[src/rtl/config_pkg.sv]
// rtl/config_pkg.sv - shared Ascon-p configuration, FSM states and state struct
package config_pkg;

  // Rounds evaluated per clock by asconp; must divide every round count in use.
  localparam int UROL = 1;

  localparam int ROUNDS_A  = 12;
  localparam int ROUNDS_B  = 8;
  localparam int ROUNDS_B6 = 6;

  typedef enum logic [1:0] {IDLE, RUN, DONE} state_t;

  typedef struct packed {
    logic [63:0] x0;
    logic [63:0] x1;
    logic [63:0] x2;
    logic [63:0] x3;
    logic [63:0] x4;
  } ascon_state_t;

  function automatic logic rounds_legal(input logic [3:0] r);
    logic known;
    known = (r == 4'(ROUNDS_A)) || (r == 4'(ROUNDS_B)) || (r == 4'(ROUNDS_B6));
    return known && ((int'(r) % UROL) == 0);
  endfunction

endpackage

[src/rtl/asconp.sv]
// rtl/asconp.sv - combinational Ascon-p core, UROL rounds starting at round_cnt
module asconp
  import config_pkg::*;
(
  input  logic [3:0]   round_cnt,
  input  ascon_state_t state_in,
  output ascon_state_t state_out
);

  function automatic logic [63:0] ror(input logic [63:0] v, input int n);
    return (v >> n) | (v << (64 - n));
  endfunction

  function automatic ascon_state_t round_fn(input ascon_state_t s, input logic [3:0] idx);
    logic [63:0] a0, a1, a2, a3, a4;
    logic [63:0] b0, b1, b2, b3, b4;
    ascon_state_t r;
    a0 = s.x0 ^ s.x4;
    a1 = s.x1;
    a2 = s.x2 ^ {56'd0, 4'hF - idx, idx} ^ s.x1;
    a3 = s.x3;
    a4 = s.x4 ^ s.x3;
    b0 = a0 ^ (~a1 & a2);
    b1 = a1 ^ (~a2 & a3);
    b2 = a2 ^ (~a3 & a4);
    b3 = a3 ^ (~a4 & a0);
    b4 = a4 ^ (~a0 & a1);
    b1 = b1 ^ b0;
    b0 = b0 ^ b4;
    b3 = b3 ^ b2;
    b2 = ~b2;
    r.x0 = b0 ^ ror(b0, 19) ^ ror(b0, 28);
    r.x1 = b1 ^ ror(b1, 61) ^ ror(b1, 39);
    r.x2 = b2 ^ ror(b2, 1)  ^ ror(b2, 6);
    r.x3 = b3 ^ ror(b3, 10) ^ ror(b3, 17);
    r.x4 = b4 ^ ror(b4, 7)  ^ ror(b4, 41);
    return r;
  endfunction

  ascon_state_t acc;

  // Round index counts up from 12 - round_cnt, which selects the constant.
  always_comb begin
    acc = state_in;
    for (int u = 0; u < UROL; u++) begin
      acc = round_fn(acc, 4'd12 - round_cnt + 4'(u));
    end
    state_out = acc;
  end

endmodule

[src/rtl/ascon_perm_ctrl.sv]
// rtl/ascon_perm_ctrl.sv - request/iterate/return sequencer around asconp
module ascon_perm_ctrl
  import config_pkg::*;
(
  input  logic        clk,
  input  logic        rst,
  input  logic        in_valid,
  output logic        in_ready,
  input  logic [3:0]  in_rounds,
  input  logic [63:0] in_x0,
  input  logic [63:0] in_x1,
  input  logic [63:0] in_x2,
  input  logic [63:0] in_x3,
  input  logic [63:0] in_x4,
  output logic        out_valid,
  input  logic        out_ready,
  output logic [63:0] out_x0,
  output logic [63:0] out_x1,
  output logic [63:0] out_x2,
  output logic [63:0] out_x3,
  output logic [63:0] out_x4,
  output logic        busy,
  output logic        err
);

  localparam logic [3:0] STEP = 4'(UROL);

  state_t       state, state_nxt;
  logic [3:0]   round_cnt;
  ascon_state_t regs, perm_out, in_state;
  logic         legal, accept, load;

  assign in_state = '{x0: in_x0, x1: in_x1, x2: in_x2, x3: in_x3, x4: in_x4};
  assign legal    = rounds_legal(in_rounds);

  asconp u_asconp (
    .round_cnt (round_cnt),
    .state_in  (regs),
    .state_out (perm_out)
  );

  always_comb begin
    state_nxt = state;
    in_ready  = 1'b0;
    case (state)
      IDLE: begin
        in_ready = 1'b1;
        if (in_valid && legal) state_nxt = RUN;
      end
      RUN: begin
        if (round_cnt <= STEP) state_nxt = DONE;
      end
      DONE: begin
        // Releasing the result and taking the next request share one cycle.
        if (out_ready) begin
          in_ready  = 1'b1;
          state_nxt = (in_valid && legal) ? RUN : IDLE;
        end
      end
      default: state_nxt = IDLE;
    endcase
    if (rst) in_ready = 1'b0;
  end

  assign accept    = in_valid & in_ready;
  assign load      = accept & legal;
  assign err       = accept & ~legal;
  assign out_valid = (state == DONE) & ~rst;
  assign busy      = (state == RUN) & ~rst;

  always_ff @(posedge clk) begin
    if (rst) begin
      state     <= IDLE;
      round_cnt <= 4'd0;
      regs      <= '0;
    end else begin
      state <= state_nxt;
      if (load) begin
        regs      <= in_state;
        round_cnt <= in_rounds;
      end else if (state == RUN && round_cnt >= STEP) begin
        regs      <= perm_out;
        round_cnt <= round_cnt - STEP;
      end
    end
  end

  assign out_x0 = regs.x0;
  assign out_x1 = regs.x1;
  assign out_x2 = regs.x2;
  assign out_x3 = regs.x3;
  assign out_x4 = regs.x4;

endmodule

[config.mk]
export PLATFORM = sky130hd
export DESIGN_NAME = ascon_perm_ctrl
export DESIGN_NICKNAME = d
export VERILOG_FILES = /design/src/rtl/config_pkg.sv /design/src/rtl/asconp.sv /design/src/rtl/ascon_perm_ctrl.sv
export SDC_FILE = /design/constraint.sdc
export NUM_CORES = 2
export LEC_CHECK = 0
export CORE_MARGIN = 2
export CORE_UTILIZATION = 43
export CTS_CLUSTER_DIAMETER = 200
export DETAILED_ROUTE_END_ITERATION = 10
export HOLD_SLACK_MARGIN = 0.06
export PLACE_DENSITY = 0.68
export REMOVE_ABC_BUFFERS = 1
export SYNTH_ARGS = -nofsm -noshare
export SYNTH_HDL_FRONTEND = slang
export SYNTH_SLANG_ARGS = --single-unit
[constraint.sdc]
create_clock -name clk -period 8.1 [get_ports clk]
set_input_delay 1.62 -clock clk [delete_from_list [all_inputs] [get_ports clk]]
set_output_delay 1.62 -clock clk [all_outputs]
set_load 0.03 [all_outputs]
==> reports/summary.txt <==
GRT Total Usage: 0.401
VDD IR-drop max: 0.146 mV
Worst Path Required: 8550 ps
Post-synth EDFFs: 0
fin crit period: 5000 ps
pre-CTS WS: 2610 ps
worst slew pin tran: 1420 ps
post-CTS sizing: 0
ys flop type: dfxtp_1
I/O pin total: 652
antenna violations before repair: 7
Syn Area/Cell: 8.64 sq um
vias in the first global route: 26.3k
fmax: 200 MHz
Arr. time, crit path: 5450 ps
global-route wire length before repair: 198000 um
Gate power share: 0.451
vias per std cell: 5.76
Area Overhead vs Synth: 30.1%
most common cell after layout, fill and taps aside: clkdlybuf4s50_1
Cell Count, Final, Fillers Out: 4806
Area after DPL: 36200 sq um
Yosys cell types: 42
synthesized flop and latch total: 326
starting density of the core: 0.432
max-slew violations: 0
DR pass1 iterations: 6
Worst Hold Class: flip-flop to flip-flop
Leak: 14.7 nW
die area: 69400 sq um
Root Buffer: clkbuf_16
Final Worst Setup Slack: 3100 ps
routed len/inst: 29.9 um
initial DRC count: 3047
Finished Core Util: 0.562
Die Ht: 263 um
Sink Count: 326
register area share after synthesis: 0.226
final setup vio count: 0
# nets final: 4359
Vias: 27.7k
Fin Clk Skew: 31.3 ps
Final Hold Vio Count: 0
row cnt: 95
port buffer count: 651
ANT nets after route: 0
RSZ-0062 raised after global routing: no
Synth Instances: 3350
Power Dens Cells: 185 nW/um^2
TritonCTS Buffers: 42
Pint: 4.35 mW
sequential power share: 0.250
DRC Markers: 0
status: complete, no violations
most frequent cells in the layout: clkdlybuf4s50_1 (650), xnor2_1 (609), nand2_1 (495)
fin area: 37600 sq um
CP Capture Type: flip-flop
HPWL after detailed placement: 115000 um
Clock power frac: 0.299
Psw: 2.62 mW
Synth warnings: 0
share of layout cells above drive strength 1: 0.0313
Die Width: 263 um
FFs w/ async S/R, synth: 0
r2r setup slk: 3920 ps
Clk pin slew, worst setup/hold paths: 70 ps
CP startpoint kind: primary input
Post-CTS Hold Buffers: 0
largest net degree at the start of global routing: 210
H-tree Lvls: 2
CTS tree: yes
Routed WL: 144000 um
Final Power: 6.97 mW
crit-path max FO: 62
placed cells: 4729
Post-CTS Setup Inserts: 0
critical path type: primary input to flip-flop
grt total ovfl: 0
Skew-Pair Late Insertion Delay: 600 ps
Cell Area, Synth: 28900 sq um
CTS Buffer Depth: 3
Rel. slew slack: 0.0498
core footprint: 66900 sq um
MaxCap Viol Count: 0
Tcrit/Tclk final: 0.618
sw frac: 0.376
Placer Congestion: 0.994
## Yosys cell counts, types with 41 or more instances
master,n,area share
xnor3_1,183,0.14
clkbuf_1,110,0.014
o21ai_0,78,0.013
dfxtp_1,326,0.23
buf_2,41,0.0071
nand2_1,495,0.064
a21oi_1,122,0.021
o21ai_1,125,0.022
inv_1,198,0.026
ha_1,131,0.057
nor4_1,46,0.0099
xnor2_1,609,0.18
xor2_1,159,0.048
nor2_1,335,0.043
a211oi_1,66,0.017
maj3_1,63,0.022
a311oi_1,125,0.038
## final timing paths
| kind | start | to | cells past startpoint |
|---|---|---|---|
| hold / removal | out_x0[27]$_SDFFE_PP0P_ | out_x0[27]$_SDFFE_PP0P_ | 2 |
| setup reg to reg | round_cnt[0]$_SDFFE_PP0P_ | out_x3[56]$_SDFFE_PP0P_ | 10 |
| hold reg to reg | out_x0[27]$_SDFFE_PP0P_ | out_x0[27]$_SDFFE_PP0P_ | 2 |
| setup / recovery | in_rounds[1] | out_x3[49]$_SDFFE_PP0P_ | 7 |
## worst max-delay path, stage by stage
cell             delay (ps)
clkdlybuf4s50_1         450
nand2b_1                160
a21oi_1                 370
nand3_4                 730
nand2b_2               1140
buf_4                   650
o21ai_0                 210
## stage by stage
stage / hold slack (ps) / TNS (ps)
3_5_place_dp: 527 / 0
6_report: 537 / 0
3_3_place_gp: 516 / 0
2_1_floorplan: 559 / -967980
5_1_grt: 558 / 0
4_1_cts: 536 / 0
## metal layers
layer | track usage | up-vias | wire, um
met3 | 0.0956 | 344 | 15600
met4 | 0.226 | 6 | 9500
li1 | - | 12300 | -
met5 | 0 | - | 43
met2 | 0.626 | 1637 | 63300
met1 | 0.509 | 13400 | 55300
## area by class of cell
class,instances,area (sq um)
fillers,6258,29300
inverters,198,743
diodes,1,2.50
clock buffers,61,1280
well taps,873,1090
clock inverters,15,206
repair buffers,681,6810
multi-input cells,2651,21000
flip-flops and latches,326,6530
## state kept, by name (all words and copies together) (netlist names)
| register | flops |
|---|---|
| out_x0 | 64 |
| out_x3 | 64 |
| state | 2 |
| out_x1 | 64 |
| round_cnt | 4 |
| out_x4 | 64 |
| out_x2 | 64 |
## kinds of logic (layout without fill, tap and decap cells)
kind of cell / count (synthesis) / after routing / synth area share
multiplexers: 25 / 25 / 0.00878
adder cells (fa/ha/maj): 194 / 194 / 0.0785
AO/OA/AOI/OAI: 553 / 553 / 0.123
other: 0 / 1 / 0
XOR/XNOR: 972 / 972 / 0.390
flip-flops: 326 / 326 / 0.226
AND/OR/NAND/NOR: 907 / 907 / 0.124
buffers and inverters: 373 / 955 / 0.0504
## power groups by stage
stage | logic, mW | registers [mW] | clock network, mW
3_5_place_dp | 3.03 | 1.78 | 0
3_3_place_gp | 3.03 | 1.78 | 0
2_1_floorplan | 1.77 | 1.85 | 0
5_1_grt | 3.19 | 1.75 | 2.14
4_1_cts | 3.06 | 1.74 | 2.09
6_report | 3.14 | 1.74 | 2.08
Note: power is estimated with default switching activity, not from simulation.
